**src/rtl/spi_pkg.sv**
```systemverilog
// spi_pkg: shared FSM state type and byte width for the SPI master.
package spi_pkg;
  typedef enum logic [1:0] {IDLE, SETUP, XFER, HOLD} state_t;
  localparam int SPI_WIDTH = 8;
endpackage

```
**src/rtl/spi_clk_div.sv**
```systemverilog
// spi_clk_div: emits a one-cycle tick every DIV enabled cycles; restart holds the count at zero.
module spi_clk_div #(
  parameter int DIV = 2
) (
  input  logic clk,
  input  logic rst,
  input  logic ena,
  input  logic restart,
  output logic tick
);
  logic [7:0] cnt_q, cnt_d;
  assign tick = ena && !restart && cnt_q == 8'(DIV - 1);
  always_comb cnt_d = restart ? '0 : !ena ? cnt_q : tick ? '0 : cnt_q + 8'd1;
  always_ff @(posedge clk)
    if (rst) cnt_q <= '0;
    else cnt_q <= cnt_d;
endmodule

```
**src/rtl/spi_master.sv**
```systemverilog
// spi_master: mode-0 SPI byte master, MSB first, sclk half-period DIV clk cycles.
// Defining SPI_MASTER_BURST_EN lets a start in the last HOLD cycle chain the next byte with ss held low.
module spi_master import spi_pkg::*; #(
  parameter int DIV = 2
) (
  input  logic                 clk,
  input  logic                 rst,
  input  logic                 ena,
  input  logic                 start,
  input  logic [SPI_WIDTH-1:0] data_in,
  output logic [SPI_WIDTH-1:0] data_out,
  output logic                 busy,
  output logic                 done,
  output logic                 sclk,
  output logic                 mosi,
  input  logic                 miso,
  output logic                 ss
);
  state_t state_q, state_d;
  logic [SPI_WIDTH-1:0] sh_q, sh_d, dout_q, dout_d;
  logic [2:0] bit_q, bit_d;
  logic sclk_q, sclk_d, mosi_q, mosi_d, ss_q, ss_d, busy_q, busy_d, done_q, done_d;
  logic tick, burst;
`ifdef SPI_MASTER_BURST_EN
  assign burst = start;
`else
  assign burst = 1'b0;
`endif
  spi_clk_div #(.DIV(DIV)) u_div (
    .clk     (clk),
    .rst     (rst),
    .ena     (ena),
    .restart (state_q == IDLE),
    .tick    (tick)
  );
  // One shift register serves both directions: miso enters at bit 0 as the next mosi bit reaches bit 7.
  always_comb begin
    state_d = state_q;
    sh_d    = sh_q;
    dout_d  = dout_q;
    bit_d   = bit_q;
    sclk_d  = sclk_q;
    mosi_d  = mosi_q;
    ss_d    = ss_q;
    busy_d  = busy_q;
    done_d  = 1'b0;
    case (state_q)
      IDLE: if (ena && start) begin
        state_d = SETUP;
        sh_d    = data_in;
        mosi_d  = data_in[SPI_WIDTH-1];
        bit_d   = '0;
        ss_d    = 1'b0;
        busy_d  = 1'b1;
      end
      SETUP: if (tick) begin
        state_d = XFER;
        sclk_d  = 1'b1;
        sh_d    = {sh_q[SPI_WIDTH-2:0], miso};
      end
      XFER: if (tick) begin
        if (sclk_q) begin
          sclk_d = 1'b0;
          mosi_d = sh_q[SPI_WIDTH-1];
        end else if (bit_q == 3'(SPI_WIDTH - 1)) state_d = HOLD;
        else begin
          sclk_d = 1'b1;
          sh_d   = {sh_q[SPI_WIDTH-2:0], miso};
          bit_d  = bit_q + 3'd1;
        end
      end
      HOLD: if (tick) begin
        dout_d = sh_q;
        done_d = 1'b1;
        if (burst) begin
          state_d = SETUP;
          sh_d    = data_in;
          mosi_d  = data_in[SPI_WIDTH-1];
          bit_d   = '0;
        end else begin
          state_d = IDLE;
          mosi_d  = 1'b0;
          ss_d    = 1'b1;
          busy_d  = 1'b0;
        end
      end
      default: state_d = IDLE;
    endcase
  end
  always_ff @(posedge clk)
    if (rst) begin
      state_q <= IDLE;
      sh_q    <= '0;
      dout_q  <= '0;
      bit_q   <= '0;
      sclk_q  <= 1'b0;
      mosi_q  <= 1'b0;
      ss_q    <= 1'b1;
      busy_q  <= 1'b0;
      done_q  <= 1'b0;
    end else begin
      state_q <= state_d;
      sh_q    <= sh_d;
      dout_q  <= dout_d;
      bit_q   <= bit_d;
      sclk_q  <= sclk_d;
      mosi_q  <= mosi_d;
      ss_q    <= ss_d;
      busy_q  <= busy_d;
      done_q  <= done_d;
    end
  assign data_out = dout_q;
  assign busy     = busy_q;
  assign done     = done_q;
  assign sclk     = sclk_q;
  assign mosi     = mosi_q;
  assign ss       = ss_q;
endmodule

```
**config.mk**
```make
export PLATFORM = sky130hd
export DESIGN_NAME = spi_master
export DESIGN_NICKNAME = d
export VERILOG_FILES = /design/src/rtl/spi_pkg.sv /design/src/rtl/spi_clk_div.sv /design/src/rtl/spi_master.sv
export SDC_FILE = /design/constraint.sdc
export NUM_CORES = 1
export LEC_CHECK = 0
export ABC_AREA = 1
export ABC_CLOCK_PERIOD_IN_PS = 2360
export CORE_MARGIN = 10
export CORE_UTILIZATION = 53
export CTS_BUF_LIST = sky130_fd_sc_hd__clkbuf_16
export DETAILED_ROUTE_END_ITERATION = 8
export PLACE_DENSITY = 0.88
export REMOVE_ABC_BUFFERS = 1
export SETUP_SLACK_MARGIN = 0.2
export SYNTH_ARGS = -nofsm -noshare
export SYNTH_HDL_FRONTEND = slang
export SYNTH_SLANG_ARGS = --single-unit
```
**constraint.sdc**
```tcl
create_clock -name clk -period 2.36 [get_ports clk]
set_input_delay 0.472 -clock clk [delete_from_list [all_inputs] [get_ports clk]]
set_output_delay 0.472 -clock clk [all_outputs]
set_load 0.02 [all_outputs]
```
After elaboration in Yosys (flattened, before gate mapping)
Index checks and enable logic that the tools add are counted.
Storage, ports and cells
  bits in registers: 34
  input port bits: 13
  output and inout port bits: 13
  logic and storage cells: 78
Cells by class
  $add $sub $neg: 2
  equality and inequality tests: 13
  mux-type cells: 34
  bitwise logic cells: 1
  reduce and logical (&&, ||, !) cells: 18
Operators by type and width (number)
  $mux 8: 6
  $pmux 8 s3: 1
  $mux 2: 6
  $mux 3: 4
  $reduce_and 6->1: 2
  $mux 1: 11
  $ne 2x2->1 const B: 5
  $reduce_and 5->1: 2
  $add 8x1->8 const B: 1
  $eq 8x1->1 const B: 1
  $pmux 2 s4: 1
  $ne 2x1->1 const B: 3
  $pmux 1 s2: 3
  $pmux 3 s2: 1
  $reduce_and 3->1: 2
  $reduce_bool 2->1: 3
  $eq 2x2->1 const B: 2
  $reduce_or 2->1: 2
  $add 3x1->3 const B: 1
  $eq 3x3->1 const B: 1
  $logic_and 1x1->1: 3
  $pmux 1 s3: 1
  $reduce_bool 3->1: 1
  $eq 2x1->1 const B: 1
  4 further kinds: 4

Longest topological paths before layout
Gate-level depths: netlist of the first run.
  depth in word-level cells: 6
  mapped depth: 10
  depth with buffers taken out: 10

Cells and area by module
A second synthesis of the first run with hierarchy kept.
Second synthesis, totals
  cell total of the unflattened synthesis: 265
  area, all modules: 1794.2 µm²
By module, submodules not included
  spi_master: instances 1, cells an instance 197, area an instance 1326.3 µm², sequential area each 520.5 µm²
  spi_clk_div: instances 1, cells an instance 68, area an instance 467.9 µm², sequential area each 160.2 µm²

Worst setup path before layout of the first run
No wires, ideal clock.
  path type: reg2reg
  start: register state_q[0]
  end: register sh_q[0]
  setup time: 0.113 ns
  arrival: 1.530 ns
  required time: 2.247 ns
  slack: 0.716 ns
  stages on the path, launching flop included: 7
  path buffers: 1
  period minus slack after synthesis: 1.644 ns
  cells stage by stage: dfxtp_1 inv_1 ha_1 buf_1 mux2_2 o21ai_1 nor2_1
Between the ends
  longest elaborated chain between the ends: 6
  elaborated cells between the ends (all ways): 15
  those cells by class: eq/ne: 8; mux: 1; bitwise: 1; reduce/logical: 5
RTL lines
  from (decl): line spi_master.sv:19  | state_t state_q, state_d;
  from (signal assigned): line spi_master.sv:102  | state_q <= state_d;
  $logic_not 2->1: line spi_master.sv:33, spi_master.sv:47
  $logic_not 1->1: line spi_clk_div.sv:12  | assign tick = ena && !restart && cnt_q == 8'(DIV - 1);
  $logic_and 1x1->1 (2 in a row): line spi_clk_div.sv:12
  $ne 2x1->1 (no source line)
  $reduce_and 6->1 (no source line)
  to (signal assigned): line spi_master.sv:93  | sh_q <= '0;
  to (signal assigned): line spi_master.sv:103  | sh_q <= sh_d;
  to (decl): line spi_master.sv:20  | logic [SPI_WIDTH-1:0] sh_q, sh_d, dout_q, dout_d;
Parallel ways exist; a longest one is shown, timed or not.
A chain may end at the register's enable or synchronous reset.

Final worst setup path of the first run
  start: register state_q[0]
  end: register sh_q[4]
The elaborated chain is that of the path after synthesis.

==> results of run 1 <==
per-layer routing:
metal  global-route usage (%)  wire length [um]  vias up  share of wire, %
met1                     14.7              1630      671                44
met5                        0                 0        -                 0
met4                     6.57                76        0               2.1
met3                     6.57               304        9               8.2
li1                         -                 -      778                 -
met2                     20.5              1690       55                46
power by group:
part	total, mW	internal [mW]	leakage (nW)	switching [mW]
clock	0.603	0.380	0.0724	0.223
combinational	1.07	0.449	0.577	0.618
sequential	0.761	0.686	0.277	0.0752
total	2.43	1.51	0.927	0.916
area by class of cell:
type | count | area, um2
clock buffer | 5 | 125
clock inverter | 3 | 12.5
fill | 252 | 915
inverter | 21 | 91.3
multi-input combinational | 163 | 966
sequential | 34 | 681
tap | 44 | 55.1
timing repair buffer | 26 | 258
state kept, by name, summed over array words and instances (netlist names):
signal	count
sclk	1
u_div.cnt_q	8
ss	1
bit_q	3
done	1
mosi	1
sh_q	8
state_q	2
busy	1
data_out	8
worst max path at each step:
stage / to / depth (start not counted)
detailed placement: sh_q[7]$_SDFFE_PP0P_ / 8
global placement: sh_q[4]$_SDFFE_PP0P_ / 8
finish: sh_q[4]$_SDFFE_PP0P_ / 9
global route: sh_q[4]$_SDFFE_PP0P_ / 9
floorplan: sh_q[0]$_SDFFE_PP0P_ / 8
CTS: sh_q[4]$_SDFFE_PP0P_ / 9
cells in the final DEF, fill, tap and decap left out, types with 2 or more instances in the layout:
master / count
sky130_fd_sc_hd__xor2_1: 3
sky130_fd_sc_hd__inv_1: 19
sky130_fd_sc_hd__nor2_2: 2
sky130_fd_sc_hd__a21oi_1: 10
sky130_fd_sc_hd__clkdlybuf4s50_1: 25
sky130_fd_sc_hd__o211ai_1: 2
sky130_fd_sc_hd__or2_2: 2
sky130_fd_sc_hd__o21ai_1: 11
sky130_fd_sc_hd__clkinv_1: 2
sky130_fd_sc_hd__nand2_1: 29
sky130_fd_sc_hd__mux2_2: 8
sky130_fd_sc_hd__nand2_2: 2
sky130_fd_sc_hd__nand3_1: 8
sky130_fd_sc_hd__clkbuf_16: 5
sky130_fd_sc_hd__o21ai_0: 7
sky130_fd_sc_hd__nor2_1: 53
sky130_fd_sc_hd__dfxtp_1: 34
sky130_fd_sc_hd__nand4_1: 3
sky130_fd_sc_hd__ha_1: 10
logic make-up (layout without fill, tap and decap cells):
group | Yosys count | count (layout) | share of synthesized area [%]
AO/OA/AOI/OAI | 35 | 35 | 11.6
XOR/XNOR | 3 | 3 | 1.50
adder cells (fa/ha/maj) | 10 | 10 | 7.13
buffers and inverters | 25 | 55 | 6.20
flip-flops | 34 | 34 | 38.8
multiplexers | 8 | 8 | 5.13
AND/OR/NAND/NOR | 107 | 107 | 29.7
critical path, delay by kind of cell, from the launching register on:
kind | cells | cell delay (ns)
and+or+nand+nor | 5 | 0.61
adders and majority gates | 1 | 0.39
buffers and inverters | 3 | 0.38
DFF | 1 | 0.34
==> results.rst, run 1 <==
.. list-table::
   :header-rows: 1

   * - Metric
     - Value
   * - Number of H-tree branching levels
     - 2
   * - Leading post-synthesis cells by instance count
     - sky130_fd_sc_hd__nor2_1, sky130_fd_sc_hd__dfxtp_1, sky130_fd_sc_hd__nand2_1
   * - Num rows
     - 20
   * - Clock edge transition at the registers on the reported setup and hold paths
     - 0.05 ns
   * - Number of antenna violations at the first check in global routing
     - 0
   * - Per-instance average area after synthesis
     - 7.91 um2
   * - Number of DRC violations after detailed routing
     - 0
   * - Wire length of the first global-routing pass
     - 6530 um
   * - Count of buffers from port buffering
     - 25
   * - Terminus of the critical flop-to-flop path
     - sh_q[4]$_SDFFE_PP0P_
   * - Antenna diode count
     - 0
   * - Overflow after GRT
     - 0
   * - Worst min-delay path class
     - reg2reg
   * - FF-to-FF Start
     - state_q[0]$_SDFFE_PP0P_
   * - CP Capture Type
     - flip-flop
   * - Number of buffers on the longest clock path
     - 2
   * - Antenna Violating Nets Remaining
     - 0
   * - Period minus WS final
     - 1.82 ns
   * - Setup WS post-layout
     - 0.540 ns
   * - Cell type with the largest total area after synthesis
     - sky130_fd_sc_hd__dfxtp_1
   * - Relative slew slack
     - 72.9%
   * - CTS buffer count
     - 5
   * - Total clock sinks
     - 34
   * - Maximum operating frequency
     - 549 MHz
   * - Data arrival time of the worst path
     - 1.99 ns
   * - Post-cts gate resize count
     - 0
   * - Vias per std cell
     - 5.11
   * - RSZ-0062 raised after global routing
     - false
   * - Setup slack after placement
     - 0.302 ns
   * - Post-synth EDFFs
     - 0
   * - Number of standard cells after synthesis
     - 222
   * - Max-cap violations
     - 0
   * - Final Non-Filler Cells
     - 296
   * - Most common cell in the netlist
     - sky130_fd_sc_hd__nor2_1
   * - GRT Overall Usage
     - 13.2%
   * - Clk root buf
     - sky130_fd_sc_hd__clkbuf_16
   * - Sequential element share of the synthesized area
     - 38.8%
   * - Core Box Area
     - 0.00310 mm2
   * - Post-Route Setup TNS
     - 0 ns
   * - Post-detailed-routing wire length
     - 3700 um
   * - Die outline width
     - 77.6 um
   * - Share of flip-flops with an asynchronous set or reset
     - 0%
   * - Cts-stage hold buffer count
     - 0
   * - Worst path cell trace
     - inv_1 > ha_1 > inv_1 > nor2_2 > nor3_4 > nand2_8 > clkinv_8 > nor2_1 > nor2_1
   * - Routability-driven placement congestion ratio
     - 0.819
   * - Smallest hold slack
     - 0.462 ns
   * - Dpl cells
     - 288
   * - Worst-Skew Late Latency
     - 0.28 ns
   * - Critical path launch point type
     - flip-flop
   * - Initial core utilization
     - 56.6%
   * - Path depth of the worst reg2reg path
     - 9
   * - Routed length per placed instance
     - 12.5 um
   * - Largest fanout on the critical path
     - 9
   * - Share of Yosys cell area claimed by the top area cell type
     - 38.8%
   * - Count of vias placed by the detailed router
     - 1513
   * - Path type of the worst setup path
     - reg2reg
   * - Largest net degree at the start of global routing
     - 18
   * - Worst VDD drop
     - 0.778 mV
   * - Final number of hold-violating endpoints
     - 0
   * - Crit path max-delay cell type
     - sky130_fd_sc_hd__ha_1
   * - Maximum cell stage delay along the critical path
     - 0.39 ns
   * - Die footprint
     - 0.00601 mm2
   * - Number of synthesized register bits
     - 34
   * - Worst Hold Path EP
     - busy$_SDFFE_PP0P_
   * - Layout Cell Area excl Fill
     - 0.00219 mm2
   * - IO Count
     - 26
   * - Cells on Worst Hold Path
     - 2
   * - Initial drt markers
     - 126
   * - Portion of the clock cycle consumed by the worst path in the final layout
     - 77.1%
   * - Data required, critical path
     - 2.53 ns
   * - Clock tree from TritonCTS
     - done
   * - Area growth from synthesis to final layout
     - 24.7%
   * - YS warnings
     - 0
   * - Worst Max-Slew Pin Slew
     - 0.405 ns
   * - Number of distinct standard cells referenced by the synthesized netlist
     - 35
   * - Number of endpoints failing setup at the final stage
     - 0
   * - Post-CTS setup buffer count
     - 0
   * - Detailed placer's ending HPWL
     - 2670 um
   * - Largest cells by area after synthesis
     - sky130_fd_sc_hd__dfxtp_1, sky130_fd_sc_hd__nor2_1, sky130_fd_sc_hd__ha_1
   * - Power per unit of standard cell area
     - 1110 mW/mm2
   * - Leakage
     - 0.927 nW
   * - Area of the mapped netlist
     - 0.00176 mm2
   * - Count of TritonRoute iterations in the first routing pass
     - 4
   * - Vias in the first global route
     - 1462
   * - Outcome
     - completed
   * - Die boundary height
     - 77.6 um
   * - Fin Clk Skew
     - 0.00349 ns
   * - Power after layout
     - 2.43 mW
   * - Placed inst area
     - 0.00205 mm2
   * - Dominant synthesized flop cell
     - sky130_fd_sc_hd__dfxtp_1
   * - Slack of the worst reg-to-reg path
     - 0.54 ns
   * - Net count of the finished layout
     - 274
   * - Hold Crit Start
     - busy$_SDFFE_PP0P_
   * - Pins over their slew limit
     - 0
   * - Fraction of final layout cells with drive strength greater than 1
     - 12.7%
   * - Fraction of the core area covered by cells at the end of the flow
     - 70.5%
   * - Crit path from
     - state_q[0]$_SDFFE_PP0P_
Note: power is estimated with default switching activity, not from simulation.
==> run 2: changes to the inputs <==
ABC_CLOCK_PERIOD_IN_PS = 1900   (was 2360)
clock period = 1.9 ns   (was 2.36 ns; I/O delays follow)
==> run 2 against run 1 <==
Sequential power grew 25%. Critical endpoint is now data_out[7]. Design area grew 7.0%. Critical path depth shrank 8. Sequential cell count is the same. Highest routed layer unchanged.
==> results.rst, run 2 (synthesis gave the netlist of run 1 again) <==
.. list-table::
   :header-rows: 1

   * - Metric
     - Value
   * - Internal power of the cells
     - 2.13 mW
   * - Maximum operating frequency
     - 612 MHz
   * - Worst VDD drop
     - 0.747 mV
   * - Largest net degree at the start of global routing
     - 19
   * - Vias in the first global route
     - 1496
   * - Sw Ratio
     - 37.2%
   * - Net count of the finished layout
     - 281
   * - Antenna diode count
     - 0
   * - Wire length of the first global-routing pass
     - 6800 um
   * - Core Box Area
     - 0.00310 mm2
   * - Number of DRC violations after detailed routing
     - 0
   * - Period minus WS final
     - 1.63 ns
   * - CP Capture Type
     - output pin
   * - Overflow after GRT
     - 0
   * - Family with the most delay on the worst path
     - buffers and inverters
   * - Count of TritonRoute iterations in the first routing pass
     - 4
   * - Worst min-delay path class
     - reg2reg
   * - Path type of the worst setup path
     - reg2out
   * - CTS buffer count
     - 5
   * - Number of H-tree branching levels
     - 2
   * - Outcome
     - completed
   * - Pins over their slew limit
     - 0
   * - Number of buffers on the longest clock path
     - 2
   * - Worst Hold Path EP
     - busy$_SDFFE_PP0P_
   * - Leakage
     - 0.990 nW
   * - Routability-driven placement congestion ratio
     - 0.889
   * - Critical path launch point type
     - flip-flop
   * - Final number of hold-violating endpoints
     - 0
   * - Terminus of the critical flop-to-flop path
     - sh_q[2]$_SDFFE_PP0P_
   * - Setup WS post-layout
     - 0.267 ns
   * - Num rows
     - 20
   * - Area growth from synthesis to final layout
     - 33.4%
   * - Final-layout fill cell count
     - 214
   * - Total clock sinks
     - 34
   * - Fin Clk Skew
     - 0.00558 ns
   * - Worst-Skew Late Latency
     - 0.28 ns
   * - Count of buffers from port buffering
     - 25
   * - Path depth of the worst reg2reg path
     - 8
   * - Relative contribution of combinational cells to total power
     - 44.5%
   * - FF-to-FF Start
     - state_q[1]$_SDFFE_PP0P_
   * - Largest fanout on the critical path
     - 2
   * - Number of antenna violations at the first check in global routing
     - 0
   * - Count of vias placed by the detailed router
     - 1578
   * - IO Count
     - 26
   * - Clock tree from TritonCTS
     - done
   * - Buffers and inverters on the worst path
     - 1
   * - Relative slew slack
     - 72.4%
   * - Data required, critical path
     - 1.52 ns
   * - Most common library cell in the layout ignoring fill and taps
     - sky130_fd_sc_hd__nor2_1
   * - Worst Max-Slew Pin Slew
     - 0.412 ns
   * - Worst path cell trace
     - clkdlybuf4s50_1
   * - Max-cap violations
     - 0
   * - Most frequent cells in the layout
     - sky130_fd_sc_hd__nor2_1, sky130_fd_sc_hd__dfxtp_1, sky130_fd_sc_hd__nand2_1
   * - Setup slack after placement
     - 0.00113 ns
   * - Vias per std cell
     - 5.21
   * - Post-detailed-routing wire length
     - 4050 um
   * - Post-Route Setup TNS
     - 0 ns
   * - Routed length per placed instance
     - 13.3 um
   * - Crit path max-delay cell type
     - sky130_fd_sc_hd__clkdlybuf4s50_1
   * - Maximum cell stage delay along the critical path
     - 0.62 ns
   * - Net switching component of the power
     - 1.26 mW
   * - Clk root buf
     - sky130_fd_sc_hd__clkbuf_16
   * - Die boundary height
     - 77.6 um
   * - Initial drt markers
     - 105
   * - Clock edge transition at the registers on the reported setup and hold paths
     - 0.05 ns
   * - Hold Crit Start
     - busy$_SDFFE_PP0P_
   * - Die footprint
     - 0.00601 mm2
   * - Slack of the worst reg-to-reg path
     - 0.33 ns
   * - Number of endpoints failing setup at the final stage
     - 0
   * - Power per unit of standard cell area
     - 1450 mW/mm2
   * - Initial core utilization
     - 56.6%
   * - Data arrival time of the worst path
     - 1.25 ns
   * - Die outline width
     - 77.6 um
   * - Fraction of final layout cells with drive strength greater than 1
     - 20.1%
   * - Antenna Violating Nets Remaining
     - 0
   * - GRT Overall Usage
     - 13.8%
   * - Cells on Worst Hold Path
     - 2
   * - Detailed placer's ending HPWL
     - 2770 um
   * - Portion of the clock cycle consumed by the worst path in the final layout
     - 86.0%
   * - Clock share of power
     - 27.4%
   * - RSZ-0062 raised after global routing
     - true
   * - Power share of the sequential group
     - 28.2%
-- run 2: final cells by class --
type / count / area (um2) / share of cell area [%]
sequential: 34 / 682 / 29.1
clock inverter: 3 / 45.0 / 1.92
inverter: 21 / 91.3 / 3.90
multi-input combinational: 164 / 1020 / 43.8
clock buffer: 5 / 125 / 5.34
timing repair buffer: 32 / 318 / 13.6
tap: 44 / 55.1 / 2.35
-- run 2: worst max-delay path by stage --
| stage | startpoint | end | slack [ns] | depth (start not counted) |
|---|---|---|---|---|
| 2_1_floorplan | state_q[0]$_SDFFE_PP0P_ | sh_q[0]$_SDFFE_PP0P_ | 0.31 | 8 |
| 6_report | data_out[7]$_SDFFE_PP0P_ | data_out[7] | 0.27 | 1 |
| 3_5_place_dp | ena | sh_q[3]$_SDFFE_PP0P_ | 0.001 | 8 |
| 3_3_place_gp | ena | mosi$_SDFFE_PP0P_ | 0.06 | 8 |
| 4_1_cts | sclk$_SDFFE_PP0P_ | sclk | 0.21 | 1 |
| 5_1_grt | bit_q[0]$_SDFFE_PP0P_ | sh_q[5]$_SDFFE_PP0P_ | 0.18 | 8 |
-- run 2: power by group through the flow --
stage	logic, mW	registers, mW	clock network (mW)
after floorplan	1.04	0.965	0
after global placement	1.34	0.956	0
after detailed placement	1.37	0.964	0
after CTS	1.41	0.949	0.943
after global routing	1.67	0.977	0.963
final	1.51	0.954	0.926
-- run 2: per-stage QoR --
step / power, mW / utilization, % / instances / hold slack [ns] / instance area [um2]
2_1_floorplan: 2.01 / - / 218 / 0.443 / 1740
3_3_place_gp: 2.30 / 67.7 / 293 / 0.450 / 2100
3_5_place_dp: 2.34 / 67.7 / 293 / 0.453 / 2100
4_1_cts: 3.30 / 73.8 / 302 / 0.462 / 2290
5_1_grt: 3.61 / 75.4 / 303 / 0.503 / 2340
6_report: 3.39 / 75.4 / 303 / 0.461 / 2340
-- run 2: routing by layer --
layer / track usage, % / share of wire (%)
met1: 15.2 / 45
met2: 23.0 / 49
met3: 5.18 / 4.9
met4: 6.93 / 1.6
met5: 0 / 0
-- run 2: repair_timing --
item	CTS	global route
gates resized for setup	3	13
hold buffers	0	0
pin swaps	1	6
endpoints found under the setup margin	25	27
cloned	1	0
buffers inserted	0	1
